## src/rtl/regfile_wport_sched.sv

```systemverilog
// Write-port scheduler for the 32x32 integer register bank.
// The pipeline WB stage and the multi-cycle MDU share one write port.
// MDU results wait in a small FIFO. A starvation counter makes sure that
// FIFO still drains while WB is busy. A pending-write scoreboard stalls ID
// on hazards against MDU destinations that are still in flight.
module regfile_wport_sched #(
   parameter int DEPTH        = 2,
   parameter int STARVE_LIMIT = 4
) (
   input  logic                     clock,
   input  logic                     rst_n,
   input  logic                     wb_valid,
   input  logic [4:0]               wb_rd,
   input  logic [31:0]              wb_data,
   output logic                     wb_hold,
   input  logic                     mdu_valid,
   input  logic [4:0]               mdu_rd,
   input  logic [31:0]              mdu_data,
   output logic                     mdu_ready,
   input  logic                     issue_valid,
   input  logic [4:0]               issue_rd,
   input  logic [4:0]               id_rs1,
   input  logic [4:0]               id_rs2,
   input  logic [4:0]               id_rd,
   output logic                     id_stall,
   output logic                     regWEn,
   output logic [4:0]               addr_D,
   output logic [31:0]              data_D,
   output logic [$clog2(DEPTH):0]   fifo_count
);

   localparam int AW = $clog2(DEPTH);
   localparam int CW = AW + 1;
   localparam int SW = $clog2(STARVE_LIMIT + 1);

   logic [4:0]    r_fifoRd   [DEPTH];
   logic [31:0]   r_fifoData [DEPTH];
   logic [AW-1:0] r_wrPtr;
   logic [AW-1:0] r_rdPtr;
   logic [CW-1:0] r_count;
   logic [31:0]   r_pending;
   logic [SW-1:0] r_starveCnt;

   logic          w_empty;
   logic          w_wbLive;
   logic          w_fifoGnt;
   logic          w_push;
   logic          w_pop;
   logic          w_wbGranted;
   logic [4:0]    w_headRd;
   logic [31:0]   w_headData;
   logic [31:0]   w_pendingNext;

   assign w_empty     = (r_count == '0);
   assign mdu_ready   = (r_count < CW'(DEPTH));
   assign w_wbLive    = wb_valid && (wb_rd != 5'd0);
   assign w_fifoGnt   = !w_empty && (!w_wbLive || (r_starveCnt >= SW'(STARVE_LIMIT)));
   assign w_pop       = w_fifoGnt;
   // Results for x0 are dropped here and never take a FIFO slot.
   assign w_push      = mdu_valid && mdu_ready && (mdu_rd != 5'd0);
   assign w_wbGranted = w_wbLive && !w_fifoGnt;
   assign w_headRd    = r_fifoRd[r_rdPtr];
   assign w_headData  = r_fifoData[r_rdPtr];
   assign wb_hold     = w_wbLive && w_fifoGnt;
   assign fifo_count  = r_count;
   assign id_stall    = r_pending[id_rs1] | r_pending[id_rs2] | r_pending[id_rd];

   // Drive the register bank port. A granted FIFO head beats WB; otherwise a live WB write uses the port.
   always_comb begin
      regWEn = 1'b0;
      addr_D = 5'd0;
      data_D = 32'd0;
      if (w_fifoGnt) begin
         regWEn = 1'b1;
         addr_D = w_headRd;
         data_D = w_headData;
      end else if (w_wbLive) begin
         regWEn = 1'b1;
         addr_D = wb_rd;
         data_D = wb_data;
      end
   end

   // Update the scoreboard. A pop clears its bit, but an issue in the same cycle sets it again. x0 is never pending.
   always_comb begin
      w_pendingNext = r_pending;
      if (w_pop) begin
         w_pendingNext[w_headRd] = 1'b0;
      end
      if (issue_valid && (issue_rd != 5'd0)) begin
         w_pendingNext[issue_rd] = 1'b1;
      end
      w_pendingNext[0] = 1'b0;
   end

   // FIFO storage. It has no reset because the count and pointers say which entries are valid.
   always_ff @(posedge clock) begin
      if (w_push) begin
         r_fifoRd[r_wrPtr]   <= mdu_rd;
         r_fifoData[r_wrPtr] <= mdu_data;
      end
   end

   // FIFO pointers and occupancy. The pointers wrap naturally because DEPTH is a power of two.
   always_ff @(posedge clock or negedge rst_n) begin
      if (!rst_n) begin
         r_wrPtr <= '0;
         r_rdPtr <= '0;
         r_count <= '0;
      end else begin
         if (w_push) begin
            r_wrPtr <= r_wrPtr + AW'(1);
         end
         if (w_pop) begin
            r_rdPtr <= r_rdPtr + AW'(1);
         end
         r_count <= r_count + CW'(w_push) - CW'(w_pop);
      end
   end

   // Starvation counter: counts WB grants made while results wait in the FIFO.
   always_ff @(posedge clock or negedge rst_n) begin
      if (!rst_n) begin
         r_starveCnt <= '0;
      end else if (w_empty || w_fifoGnt) begin
         r_starveCnt <= '0;
      end else if (w_wbGranted && (r_starveCnt < SW'(STARVE_LIMIT))) begin
         r_starveCnt <= r_starveCnt + SW'(1);
      end
   end

   // Pending-write scoreboard register.
   always_ff @(posedge clock or negedge rst_n) begin
      if (!rst_n) begin
         r_pending <= 32'd0;
      end else begin
         r_pending <= w_pendingNext;
      end
   end

endmodule

```

## config.mk

```make
export PLATFORM = sky130hd
export DESIGN_NAME = regfile_wport_sched
export DESIGN_NICKNAME = d
export VERILOG_FILES = /design/src/rtl/regfile_wport_sched.sv
export SDC_FILE = /design/constraint.sdc
export NUM_CORES = 1
export LEC_CHECK = 0
export ABC_AREA = 1
export BUFFER_PORTS_ARGS = -buffer_cell sky130_fd_sc_hd__buf_2
export CORE_MARGIN = 1.5
export CORE_UTILIZATION = 30
export CTS_BUF_LIST = sky130_fd_sc_hd__clkbuf_4
export DETAILED_ROUTE_END_ITERATION = 10
export SLEW_MARGIN = 20
export SYNTH_ARGS = -nofsm -noshare
export SYNTH_HDL_FRONTEND = slang
export SYNTH_SLANG_ARGS = --single-unit
```

## constraint.sdc

```tcl
create_clock -name clock -period 3.2 [get_ports clock]
set_input_delay 0.48 -clock clock [delete_from_list [all_inputs] [get_ports clock]]
set_output_delay 0.48 -clock clock [all_outputs]
set_load 0.02 [all_outputs]
```

# Word level (Yosys, flattened, before mapping)
# Memories as Yosys holds them, arrays and structs flattened.
# Index checks and enable logic that the tools add are counted.
# W data, S select, Z words.
# word_totals
register_bits	38
mem_bits_rw	74
output_inout_bits	43
mem_count	2
# op_classes
n_addsub	5
order_cmp	10
muxes	22
n_bitwise	5
n_reduce_logical	20
# mem_list
name	words	width	read_ports	rd_ports_with_merged_regs	wr	line_no	rtl
r_fifoData	2	32	1	0	1	37	logic [31:0] r_fifoData [DEPTH];
r_fifoRd	2	5	1	0	1	36	logic [4:0] r_fifoRd [DEPTH];
# op_table
cell	count
$mux W32	4
$and A32 B32 Y32	1
$not A32 Y32	1
$or A32 B32 Y32	1
$lt A5 B6 Y1 const B	5
$bmux W1 S5	3
$reduce_bool A5 Y1	3
$demux W1 S5	2
$ge A5 B1 Y1 const B	2
$logic_and A1 B1 Y1	10
$mux W5	2
$mux W1	9
$mux W3	2
$add A3 B1 Y3 const B	1
$ge A3 B3 Y1 const B	1
$logic_not A1 Y1	3
$lt A3 B3 Y1 const B	1
$add A1 B1 Y1 const B	2
$add A2 B1 Y2	1
$logic_not A2 Y1	1
$logic_or A1 B1 Y1	2
$lt A2 B2 Y1 const B	1
$or A1 B1 Y1	2
$reduce_bool A2 Y1	1
$sub A2 B1 Y2	1

# Longest topological paths before layout
# depth
depth_word	10
mapped_depth	13

# Least setup slack after synthesis
# Ideal clock, no wire load.
# synth_timing
path_kind	reg2reg
from	register r_count[1] (netlist: fifo_count[1])
to	memory r_fifoData[0][0] (enable)
setup_time_ns	0.431
t_arrival_ns	2.446
required_ns	2.769
path_slack_ns	0.323
stages_incl_launch_ff	4
n_path_buf	0
path_cell_list	dfrtp_1 -> inv_1 -> nand3_1 -> nor2_1
# synth_between
elab_chain_cells	5
# synth_rtl
element	line_no	rtl
start: declaration	40	logic [CW-1:0] r_count;
start signal: assignment	117	r_count <= r_count + CW'(w_push) - CW'(w_pop);
$lt A2 B2 Y1	55	assign mdu_ready = (r_count < CW'(DEPTH));
net mdu_ready	19	output logic mdu_ready,
$logic_and A1 B1 Y1 (2 in a row)	60	assign w_push = mdu_valid && mdu_ready && (mdu_rd != 5'd0);
$mux W1	98	if (w_push) begin
$mux W1 (not written as such)	100	r_fifoData[r_wrPtr] <= mdu_data;
end: declaration	37	
# The timed path passes the listed nets, and every way through them passes these cells.

# Final worst setup path
# layout_timing
from	register r_count[1] (netlist: fifo_count[1])
to	output port addr_D[3]
# layout_between
elab_chain_cells	4
# layout_rtl
element	line_no	rtl
$logic_not A2 Y1	54	assign w_empty = (r_count == '0);
$logic_not A1 Y1	57	assign w_fifoGnt = !w_empty && (!w_wbLive || (r_starveCnt >= SW'(STARVE_LIMIT)));
$logic_and A1 B1 Y1	57	
$mux W5	73	if (w_fifoGnt) begin
end: declaration	27	output logic [4:0] addr_D,
# No other way between the ends.

==> out/metrics.yaml <==
crit_type: "flop to output port"
synth_compound_area_share_pct: 6.62
synth-edff-count: 74
post_route_cells_drive_above_1_share_pct: 21.1
drtIter0Drc: 295
grt.overflow.total: 0
cp.required_ns: 2.72
hold_slack_ns: 0.0576
die_w_um: 145
drt-total-wl_um: 15900
layout_setup_ws_ns: 0.504
synth-simple-area-share_pct: 33.3
path_clk_slew_ns: 0.20
synth_top_flop_cell: "edfxtp_1"
design.die.area_um2: 20900
status: "completed"
rrSetupSlack_ns: 1.16
finalCritPeriodShare_pct: 84.2
ir_drop_uv: 387
synth_top_family_by_area: "simple AND/OR/NAND/NOR gates"
ioPinCount: 142
dp_hpwl_um: 11700
dr.pass1.iters: 5
areaGrowthSynthToFinish_pct: 18.8
finalHoldViolCount: 0
use_met1_pct: 21.2
post_drt_wl_per_cell_um: 13.8
synth_top_area_share_pct: 36.9
fin_skew_ns: 0.0318
synth_seq_cells: 112
hp-class: "input pin to async pin"
synth_xor_area_share_pct: 0.581
ys_types: 31
grt-busiest-layer: "met2"
cap_violations: 0
cp-start-kind: "flop"
yosys-top-cells-count: "nand2_1, nand3_1, edfxtp_1, inv_1, o21ai_1"
nets: 984
synthAdderAreaFrac_pct: 0.623
grt_pass1_wl_um: 25500
gp_congestion: 0.856
syn_area_per_cell_um2: 7.96
cts_hold_buf: 0
fillCellCount: 2051
vias: 5347
seq_area_um2: 3170
met3_usage_pct: 4.18
synth_cells: 757
max_freq_mhz: 371
end_kind: "output port"
grt_pass1_vias: 4885
cp_data_arrival_time_ns: 2.22
tns_ns: 0
relSlewSlack_pct: 43.3
p_per_area_nw_per_um2: 764
yosysTopAreaCell: "edfxtp_1"
antenna_found_initial: 3
die_y_um: 145
multi_input_area_um2: 2500
yosys_warnings: 0
clk_latency_ns: 0.49
synth_most_common_cell: "nand2_1"
ant_nets: 0
rsz0062_at_grt: "false"
clockBufferDepth: 2
cts_tree: "built"
rows: 51
viasPerCell: 4.64
worst_pin_slew_ns: 0.851
floorplan.initialDensity_pct: 30.8
synthesis.nets: 859
min_period_ns: 2.70
core_area_um2: 19600
cts_resized: 0
grt_max_degree: 43
finalMaxSlewViolations: 0
synth.area.mux_share_pct: 0
cts_num_sinks: 112
synthArstFlopShare_pct: 33.9
cts-root-buf: "clkbuf_4"
synth_area_leaders: "edfxtp_1, nand2_1, dfrtp_1"
path_max_fanout: 42
p_leak_nw: 3.34
track_usage_pct: 15.9
h-tree-depth: 3
setup_viol: 0
cts_buffers: 9
drc: 0
cts_setup_buffers: 0
port_buffers: 141
synth_seq_area_share_pct: 52.6
syn-cell-area_um2: 6030
use_met2_pct: 25.3
place_ws_ns: 0.792
## cells in the final DEF, fill, tap and decap left out
cell        synthesis  routed
nand2_1           317     316
buf_2              11     141
nand3_1           121     121
edfxtp_1           74      74
inv_1              48      48
o21ai_1            46      46
dfrtp_1            38      38
o21ai_0            19      19
nor2_1             19      17
clkbuf_4            0       9
buf_4               1       7
inv_2               6       6
nor2_4              3       5
or2_1               4       4
nor2_2              3       3
o22ai_1             3       3
xor2_1              3       3
ha_1                3       3
nand4_1             2       2
o21ai_4             2       2
nor2_8              2       2
clkinv_8            0       2
inv_6               0       2
buf_12              0       2
diode_2             0       1
nand2_2             0       1
o21ai_2             1       1
inv_4               1       1
clkinv_1            1       1
xnor2_1             1       1
nor3_1              1       1
a31oi_1             1       1
o211ai_1            1       1
nand3b_1            1       1
clkinv_4            0       1
inv_8               0       1
clkinvlp_2          0       1
## kinds of logic (layout without fill, tap and decap cells)
kind of cell             after synthesis  in the layout
XOR/XNOR                               4              4
AND/OR/NAND/NOR                      473            473
flip-flops                           112            112
AO/OA/AOI/OAI                         73             73
buffers and inverters                 92            222
adder cells (fa/ha/maj)                3              3
other                                  0              1
## power by group
part	leakage, nW	total [mW]	switching [mW]	internal, mW
Sequential	1.14	2.27	0.301	1.97
Combinational	2.13	2.51	1.70	0.802
Clock	0.0745	0.691	0.508	0.183
## per-layer routing
metal	share of wire [%]	wire length (um)
met3	7.5	1200
met5	0.082	13
met2	45	7240
met1	46	7290
met4	1.2	197
## through the flow
step	util (%)	power [mW]	instance area, um^2	instances
floorplan	-	3.99	6030	757
global placement	35.8	4.81	7010	1136
detailed placement	35.8	4.82	7010	1136
CTS	36.5	5.51	7160	1152
global route	36.5	5.92	7160	1153
finish	36.5	5.47	7160	1153
## sequential cells by signal (all words and copies together) (netlist names)
name,flops
r_wrPtr,1
r_fifoData,64
r_pending,31
fifo_count,2
r_rdPtr,1
r_starveCnt,3
r_fifoRd,10
## area by class of cell
cell class,count,share of cell area (%)
diodes,1,0.0350
clock buffers,9,0.944
clock inverters,7,1.05
inverters,56,2.97
multi-input cells,553,34.9
flip-flops and latches,112,44.3
well taps,265,4.63
repair buffers,150,11.1
## worst paths after layout
| check | from | to | cells after the start |
|---|---|---|---|
| hold reg to reg | r_starveCnt[0]$_DFFE_PN0P_ | r_starveCnt[0]$_DFFE_PN0P_ | 1 |
| max in group asynchronous | rst_n | r_starveCnt[1]$_DFFE_PN0P_ | 1 |
| hold / removal | rst_n | r_pending[27]$_DFF_PN0_ | 1 |
| min in group clock | mdu_data[11] | r_fifoData[1][11]$_DFFE_PP_ | 1 |
| setup / recovery | fifo_count[1]$_DFF_PN0_ | addr_D[3] | 6 |
| setup reg to reg | fifo_count[1]$_DFF_PN0_ | fifo_count[1]$_DFF_PN0_ | 8 |
## critical path: stages, from the launching register on
cell     delay [ns]
dfrtp_1        0.42
or2_1          0.28
nand2_2        0.09
buf_4          0.36
nand2_1        0.16
o22ai_1        0.22
buf_2          0.21
No activity file was read; power rests on OpenSTA's default activity.
